`src/rtl/pipelined_adder_pkg.sv`:
```
// rtl/pipelined_adder_pkg.sv - shared types and a width-generic reference add/sub
// Used by the pipelined adder and available to scoreboards.
package adder_pkg;

  typedef enum logic {
    OP_ADD = 1'b0,
    OP_SUB = 1'b1
  } op_e;

  localparam int MAX_WIDTH = 64;

  // Returns {overflow, carry, sum}; only the low 'width' bits of sum are meaningful.
  function automatic logic [MAX_WIDTH+1:0] ref_add(
    input logic [MAX_WIDTH-1:0] a,
    input logic [MAX_WIDTH-1:0] b,
    input logic                 cin,
    input op_e                  op,
    input int                   width
  );
    logic [MAX_WIDTH-1:0] mask;
    logic [MAX_WIDTH-1:0] b_eff;
    logic [MAX_WIDTH-1:0] sum;
    logic [MAX_WIDTH:0]   full;
    logic                 c0;
    logic                 carry;
    logic                 overflow;
    mask  = (width >= MAX_WIDTH) ? '1 : ((MAX_WIDTH'(1) << width) - MAX_WIDTH'(1));
    b_eff = (op == OP_SUB) ? ~b : b;
    c0    = (op == OP_SUB) ? ~cin : cin;
    full  = {1'b0, a & mask} + {1'b0, b_eff & mask} + {{MAX_WIDTH{1'b0}}, c0};
    sum   = full[MAX_WIDTH-1:0] & mask;
    carry = full[7'(width)];
    overflow = carry ^ (a[6'(width - 1)] ^ b_eff[6'(width - 1)] ^ sum[6'(width - 1)]);
    return {overflow, carry, sum};
  endfunction

endpackage

```
`src/rtl/pipelined_adder_slice.sv`:
```
// rtl/pipelined_adder_slice.sv - one SEG-bit carry slice with its pipeline register
// Slice K sums bits [K*SEG +: SEG] and forwards the operands still to be summed.
module adder_slice #(
  parameter int WIDTH = 8,
  parameter int SEG   = 4,
  parameter int K     = 0
) (
  input  logic             clk,
  input  logic             rst_n,
  input  logic             up_valid,
  output logic             up_ready,
  input  logic [WIDTH-1:0] up_a,
  input  logic [WIDTH-1:0] up_b,
  input  logic [WIDTH-1:0] up_sum,
  input  logic             up_carry,
  output logic             dn_valid,
  input  logic             dn_ready,
  output logic [WIDTH-1:0] dn_a,
  output logic [WIDTH-1:0] dn_b,
  output logic [WIDTH-1:0] dn_sum,
  output logic             dn_carry,
  output logic             dn_overflow
);

  localparam int LO = K * SEG;

  logic [SEG:0]     seg_full;
  logic [WIDTH-1:0] sum_next;
  logic             msb_cin;

  assign seg_full = {1'b0, up_a[LO +: SEG]} + {1'b0, up_b[LO +: SEG]} + {{SEG{1'b0}}, up_carry};
  // Carry into the slice's top bit, recovered from the sum bit; needed for signed overflow.
  assign msb_cin  = up_a[LO+SEG-1] ^ up_b[LO+SEG-1] ^ seg_full[SEG-1];

  always_comb begin
    sum_next            = up_sum;
    sum_next[LO +: SEG] = seg_full[SEG-1:0];
  end

  assign up_ready = !dn_valid || dn_ready;

  always_ff @(posedge clk or negedge rst_n) begin
    if (!rst_n) begin
      dn_valid    <= 1'b0;
      dn_a        <= '0;
      dn_b        <= '0;
      dn_sum      <= '0;
      dn_carry    <= 1'b0;
      dn_overflow <= 1'b0;
    end else begin
      if (up_ready) begin
        dn_valid <= up_valid;
      end
      if (up_valid && up_ready) begin
        dn_a        <= up_a;
        dn_b        <= up_b;
        dn_sum      <= sum_next;
        dn_carry    <= seg_full[SEG];
        dn_overflow <= seg_full[SEG] ^ msb_cin;
      end
    end
  end

endmodule

```
`src/rtl/pipelined_adder.sv`:
```
// rtl/pipelined_adder.sv - WIDTH-bit add/subtract split over STAGES registered carry slices
// Valid/ready on both sides; in_ready is a purely combinational backward chain.
module pipelined_adder
  import adder_pkg::*;
#(
  parameter int WIDTH  = 8,
  parameter int STAGES = 2
) (
  input  logic             clk,
  input  logic             rst_n,
  input  logic             in_valid,
  output logic             in_ready,
  input  logic [WIDTH-1:0] a,
  input  logic [WIDTH-1:0] b,
  input  logic             cin,
  input  logic             sub,
  output logic             out_valid,
  input  logic             out_ready,
  output logic [WIDTH-1:0] sum,
  output logic             carry,
  output logic             overflow
);

  localparam int SEG = WIDTH / ((STAGES < 1) ? 1 : STAGES);

  if (WIDTH < 1 || STAGES < 1 || (WIDTH % ((STAGES < 1) ? 1 : STAGES)) != 0) begin : g_bad_params
    $fatal(1, "pipelined_adder: WIDTH must be >=1 and divisible by STAGES >= 1");
  end

  op_e              op;
  logic [WIDTH-1:0] b_eff;
  logic             c0;

  assign op    = op_e'(sub);
  // Subtraction as a + ~b + ~cin, so carry=1 means no borrow.
  assign b_eff = (op == OP_SUB) ? ~b : b;
  assign c0    = (op == OP_SUB) ? ~cin : cin;

  logic             v_p [STAGES+1];
  logic             r_p [STAGES+1];
  logic [WIDTH-1:0] a_p [STAGES+1];
  logic [WIDTH-1:0] b_p [STAGES+1];
  logic [WIDTH-1:0] s_p [STAGES+1];
  logic             c_p [STAGES+1];
  logic             o_p [1:STAGES];

  assign v_p[0]      = in_valid;
  assign a_p[0]      = a;
  assign b_p[0]      = b_eff;
  assign s_p[0]      = '0;
  assign c_p[0]      = c0;
  assign r_p[STAGES] = out_ready;
  assign in_ready    = r_p[0];

  for (genvar k = 0; k < STAGES; k++) begin : g_stage
    adder_slice #(
      .WIDTH (WIDTH),
      .SEG   (SEG),
      .K     (k)
    ) u_slice (
      .clk         (clk),
      .rst_n       (rst_n),
      .up_valid    (v_p[k]),
      .up_ready    (r_p[k]),
      .up_a        (a_p[k]),
      .up_b        (b_p[k]),
      .up_sum      (s_p[k]),
      .up_carry    (c_p[k]),
      .dn_valid    (v_p[k+1]),
      .dn_ready    (r_p[k+1]),
      .dn_a        (a_p[k+1]),
      .dn_b        (b_p[k+1]),
      .dn_sum      (s_p[k+1]),
      .dn_carry    (c_p[k+1]),
      .dn_overflow (o_p[k+1])
    );
  end

  // Only the last slice's carry/overflow describe the full-width result.
  assign out_valid = v_p[STAGES];
  assign sum       = s_p[STAGES];
  assign carry     = c_p[STAGES];
  assign overflow  = o_p[STAGES];

endmodule

```
`config.mk`:
```
export PLATFORM = sky130hd
export DESIGN_NAME = pipelined_adder
export DESIGN_NICKNAME = d
export VERILOG_FILES = /design/src/rtl/pipelined_adder_pkg.sv /design/src/rtl/pipelined_adder_slice.sv /design/src/rtl/pipelined_adder.sv
export SDC_FILE = /design/constraint.sdc
export NUM_CORES = 1
export LEC_CHECK = 0
export CORE_AREA = 2 2 48 68
export DETAILED_ROUTE_END_ITERATION = 8
export DIE_AREA = 0 0 50 70
export PLACE_DENSITY_LB_ADDON = 0.2
export SLEW_MARGIN = 5
export SYNTH_ARGS = -nofsm -noshare
export SYNTH_HDL_FRONTEND = slang
export SYNTH_SLANG_ARGS = --single-unit
export TNS_END_PERCENT = 5
```
`constraint.sdc`:
```
create_clock -name clk -period 2.3 [get_ports clk]
set_input_delay 0.69 -clock clk [delete_from_list [all_inputs] [get_ports clk]]
set_output_delay 0.69 -clock clk [all_outputs]
set_load 0.005 [all_outputs]
```
[Word level (Yosys, flattened, before mapping)]
Cells that the tools add are included.
Widths: inputs -> output; s select.
Storage, ports and cells
  register bits after elaboration: 33
  word-level logic and storage cells: 26
  output and inout port bits: 12
  input bits: 22
Cells by class
  bitwise operators: 5
  $add $sub $neg: 4
  reduce and logical (&&, ||, !) cells: 6
  mux-type cells: 2
Operators with widths (number)
  $add 4x4->5: 2
  $add 5x1->5: 2
  $mux 8: 1
  $not 8->8: 1
  $xor 1x1->1: 3
  $logic_and 1x1->1: 2
  $logic_not 1->1: 2
  $logic_or 1x1->1: 2
  $mux 1: 1
  $not 1->1: 1

[Depth between registers and ports, before layout]
  depth after elaboration: 4
  gate-level depth with buffers: 7
  gate-level depth less buffers: 7

[Modules after synthesis]
A second synthesis with hierarchy kept.
Second synthesis, totals
  cell total of the unflattened synthesis: 175
  area, all modules: 2553.7 µm²
Modules (own cells, without submodules)
  adder_slice: instances 2, area an instance 1229.9 µm², sequential area each 675.6 µm², cells an instance 82
  pipelined_adder: instances 1, area an instance 93.8 µm², sequential area each 0.0 µm², cells an instance 11

[Worst setup path before layout]
No wires, ideal clock.
  path type: in2reg
  from: input sub
  to: register g_stage[0].u_slice.dn_carry
  library setup time: 127 ps
  setup slack: -51 ps
  arrival: 2224 ps
  buffers on the path: 1
  stages on the path: 7
  required time: 2173 ps
  cell sequence: buf_2 -> xor2_1 -> fa_1 -> fa_1 -> a21o_1 -> a21oi_1 -> o21ai_0
On the way
  cells in the longest elaborated chain, start to end: 3
  elaborated cells on any way between the ends: 4
  those cells by class: add/sub: 2; mux: 2
Ends and longest elaborated chain
  start: declaration: line pipelined_adder.sv:16  | input logic sub,
  $mux 8: line pipelined_adder.sv:36  | assign b_eff = (op == OP_SUB) ? ~b : b;
  $add 4x4->5: line pipelined_adder_slice.sv:31  | assign seg_full = {1'b0, up_a[LO +: SEG]} + {1'b0, up_b[LO +: SEG]} + {{SEG{1'b0}}, up_carry};
  $add 5x1->5 *: line pipelined_adder_slice.sv:31
  end signal: assignment: line pipelined_adder_slice.sv:58  | dn_carry <= seg_full[SEG];
  end: declaration: line pipelined_adder_slice.sv:21  | output logic dn_carry,
Mark *: on every way between the ends. The rest lies on a longest branch, timed or not.
A chain may end at the register's enable or synchronous reset.

[Worst setup path in the final report]
  from: input cin
  to: register g_stage[0].u_slice.dn_carry
On the way
  cells in the longest elaborated chain, start to end: 3
Ends and longest elaborated chain
  start: declaration: line pipelined_adder.sv:15  | input logic cin,
  $not 1->1: line pipelined_adder.sv:37  | assign c0 = (op == OP_SUB) ? ~cin : cin;
  $mux 1 *: line pipelined_adder.sv:37
  $add 5x1->5 *: line pipelined_adder_slice.sv:31
Marks and branches as above.

==> qor.csv <==
stage;metric;value;unit
placement;dpl_cell_area;0.00174;mm^2
clock_network;insertion_delay;0.26;ns
critical_path;slowest_stage;clkdlybuf4s50_1;
critical_path;r2r_start;g_stage[0].u_slice.dn_a[4]$_DFFE_PN0P_;
floorplanning;die_h;70;um
routing;wirelength;2.30;mm
routing;routed_via_density;4.73;
floorplanning;num_rows;24;
routing;drc;0;
pwr;p_clk_frac;0.168;
clock_network;cts_tree;yes;
pwr;intPower;0.00106;W
sta;report.final.slew_viol_count;0;
critical_path;arrival;2.38;ns
yosys;synth_edf_count;0;
routing;dr.pass1.iters;2;
yosys;synth_nets;138;
floorplanning;dieArea;0.00350;mm^2
run_status;outcome;completed;
pwr;power.net_switching;0.000389;W
pwr;power.share.sequential;0.443;
sta;hold_violations;0;
clock_network;cts_hold_buf;0;
cells_and_area;diodes;0;
global_route;antenna_found_initial;0;
critical_path;crit_type;input pin to register;
critical_path;cp_top_family;adder cells;
global_route;grt_pass1_wl;4.07;mm
clock_network;clock-sinks;25;
global_route;grt_pass1_vias;978;
critical_path;reg2reg_slack;0.52;ns
sta;tightest_slew;0.354;ns
job;drv_cap;0;
yosys;synth.top_cell.area_share;0.472;
critical_path;crit_chain;clkdlybuf4s50_1 > xor2_1 > fa_2 > fa_2 > a21o_1 > a21oi_2 > o21ai_1;
clock_network;root_buffer;clkbuf_8;
hold_path;hp-start;g_stage[1].u_slice.dn_sum[7]$_DFFE_PN0P_;
routing;wl_per_cell;12.3;um
cells_and_area;utilization;0.603;
yosys;ys_seq_area_frac;0.472;
yosys;synth.avg_cell_area;12.5;um^2
placement;place.gp.congestion;0.743;
placement;io_buffers;33;
floorplanning;core_area;0.00297;mm^2
floorplanning;die_w;50;um
yosys;ys_async_sr_fraction;1.00;
sta;rsz0062_at_grt;false;
sta;finalSetupViolations;0;
routing;vias;879;
clock_network;cts-htree-levels;1;
routing;drtAntennaViolNets;0;
pwr;p_sw_frac;0.269;
clock_network;cts_buffer_depth;2;
yosys;ys.flop_type;dfrtp_1;
global_route;overflow;0;
floorplanning;ios;34;
clock_network;cts_made_buffers;3;
sta;fmax;446;MHz
clock_network;cts.clk_slew.worst_paths;0.08;ns
yosys;synth_commonest_cells;25 x dfrtp_1, 10 x nand2_1, 10 x o21ai_0, 10 x xor2_1, 8 x mux2_4;
hold_path;hold_depth;2;
yosys;synth_largest_area_cell;dfrtp_1;
critical_path;max_stage_delay;0.41;ns
cells_and_area;multiInputGateArea;672;um^2
routing;drt_iter0_drc;10;
hold_path;min_path_type;register to register;
pwr;ir_drop;0.000343;V
pwr;leakage;0.827;nW
critical_path;critPathMaxFanout;2;
critical_path;path_buf_inv;1;
yosys;ys_types;21;
yosys;netlist_area;0.00133;mm^2
cells_and_area;area_delta_synth_final;35.3;%
yosys;synth_area_leaders;dfrtp_1 47%, mux2_4 9.1%, xor2_1 6.6%;
sta;clock_skew;0.00110;ns
pwr;power_density;808;mW/mm^2
sta;tns;0;ns
sta;relSlewSlack;0.763;
cells_and_area;stdcell_area;0.00179;mm^2
global_route;grt.total_usage;0.151;
critical_path;crit_path_end_kind;register;
critical_path;crit_required;2.44;ns
critical_path;r2r_end;g_stage[1].u_slice.dn_overflow$_DFFE_PN0P_;
critical_path;startpoint_type;input pin;
sta;min_period;2.24;ns
critical_path;r2r_cells;7;
cells_and_area;drive_above_1_share;0.224;
sta;hold_slack;0.479;ns
yosys;yosysWarnings;0;
pwr;comb_power_share;0.389;
floorplanning;initial_core_util;0.446;
global_route;grt_max_degree;26;
cells_and_area;regArea;626;um^2
yosys;syn_inst;106;
critical_path;cp_common_cell;fa_2;
yosys;synth-seq-cells;25;
cells_and_area;fin_nets;180;
cells_and_area;fillCellCount;241;
hold_path;hold_end;g_stage[1].u_slice.dn_sum[7]$_DFFE_PN0P_;
yosys;synth.most_common_cell;dfrtp_1;
placement;dp_hpwl;1.87;mm
sta;finalCritPeriodShare;0.976;
state kept, by name, indices dropped and copies added, names as in the netlist:
register / cells
g_stage.u_slice.dn_b: 4
g_stage.u_slice.dn_a: 4
g_stage.u_slice.dn_sum: 12
g_stage.u_slice.dn_carry: 2
g_stage.u_slice.dn_overflow: 1
g_stage.u_slice.dn_valid: 2
how the worst max path moves through the flow:
stage               start                                       to  slack, ns  cells after the start
floorplan             sub  g_stage[0].u_slice.dn_carry$_DFFE_PN0P_       0.05                      7
global placement      sub  g_stage[0].u_slice.dn_carry$_DFFE_PN0P_      -0.30                      7
detailed placement    sub  g_stage[0].u_slice.dn_carry$_DFFE_PN0P_      -0.35                      7
CTS                  b[0]  g_stage[0].u_slice.dn_carry$_DFFE_PN0P_       0.04                      7
global route          cin  g_stage[0].u_slice.dn_carry$_DFFE_PN0P_      0.001                      7
finish                cin  g_stage[0].u_slice.dn_carry$_DFFE_PN0P_       0.06                      7
cell families after synthesis:
family,count (synthesis),share of synthesized area
buffers and inverters,7,0.0330
adder cells (fa/ha/maj),10,0.117
flip-flops,25,0.472
XOR/XNOR,14,0.0925
AND/OR/NAND/NOR,20,0.0840
AO/OA/AOI/OAI,18,0.0765
multiplexers,12,0.125
worst register-to-register path: stages, from the launching register on:
cell      delay [ns]
dfrtp_1         0.39
fa_1            0.22
inv_1           0.06
fa_1            0.39
nand2b_1        0.16
a21oi_1         0.20
xor2_1          0.16
o21ai_0         0.08
power by group through the flow:
stage               registers (W)  clock network [W]  logic [W]
floorplan                0.000650                  0   0.000288
global placement         0.000649                  0   0.000556
detailed placement       0.000654                  0   0.000569
CTS                      0.000645           0.000253   0.000569
global route             0.000666           0.000280   0.000622
finish                   0.000642           0.000244   0.000563
final cells by class:
type | instances | share of cell area
Clock buffer | 4 | 0.0251
Inverter | 3 | 0.00628
Multi-Input combinational cell | 74 | 0.375
Sequential cell | 25 | 0.349
Tap cell | 39 | 0.0272
Timing Repair Buffer | 41 | 0.218
cell usage in the layout (no fill, tap or decap):
cell and count:
mux2_4 8, clkdlybuf4s50_1 30, dlygate4sd2_1 2, inv_1 3, a21o_1 3, dlymetal6s2s_1 1, o21ai_1 1, mux2_2 4
nand2_1 10, ha_1 6, clkbuf_1 1, fa_2 2, clkbuf_8 3, nand2b_1 2, a21oi_1 3, or2b_2 1
nor2_1 3, nand2_2 2, xor2_1 9, xor2_2 1, dfrtp_1 25, buf_4 8, a21oi_2 2, nand2b_2 1
o21ai_0 9, xnor2_1 4, fa_1 2, nand3b_4 1
through the flow:
stage	cells	total power, W	setup WS, ns
floorplan	106	0.000938	0.0529
global placement	182	0.00121	-0.302
detailed placement	182	0.00122	-0.353
CTS	186	0.00147	0.0440
global route	186	0.00157	0.00120
finish	186	0.00145	0.0558
layer usage:
| layer | vias to the layer above | wire length [um] | global-route usage | share of wire |
|---|---|---|---|---|
| met4 | 0 | 54 | 0.0802 | 0.024 |
| met2 | 27 | 1310 | 0.278 | 0.57 |
| met3 | 6 | 94 | 0.0214 | 0.041 |
| li1 | 433 | - | - | - |
| met5 | - | 0 | 0 | 0 |
| met1 | 413 | 840 | 0.160 | 0.37 |
repair_timing:
item,in CTS,in global routing
setup endpoints to repair,5,1
gates cloned,0,0
setup buffers,0,0
gates resized for setup,2,4
pin swaps,0,4
No activity file was read; power rests on OpenSTA's default activity.
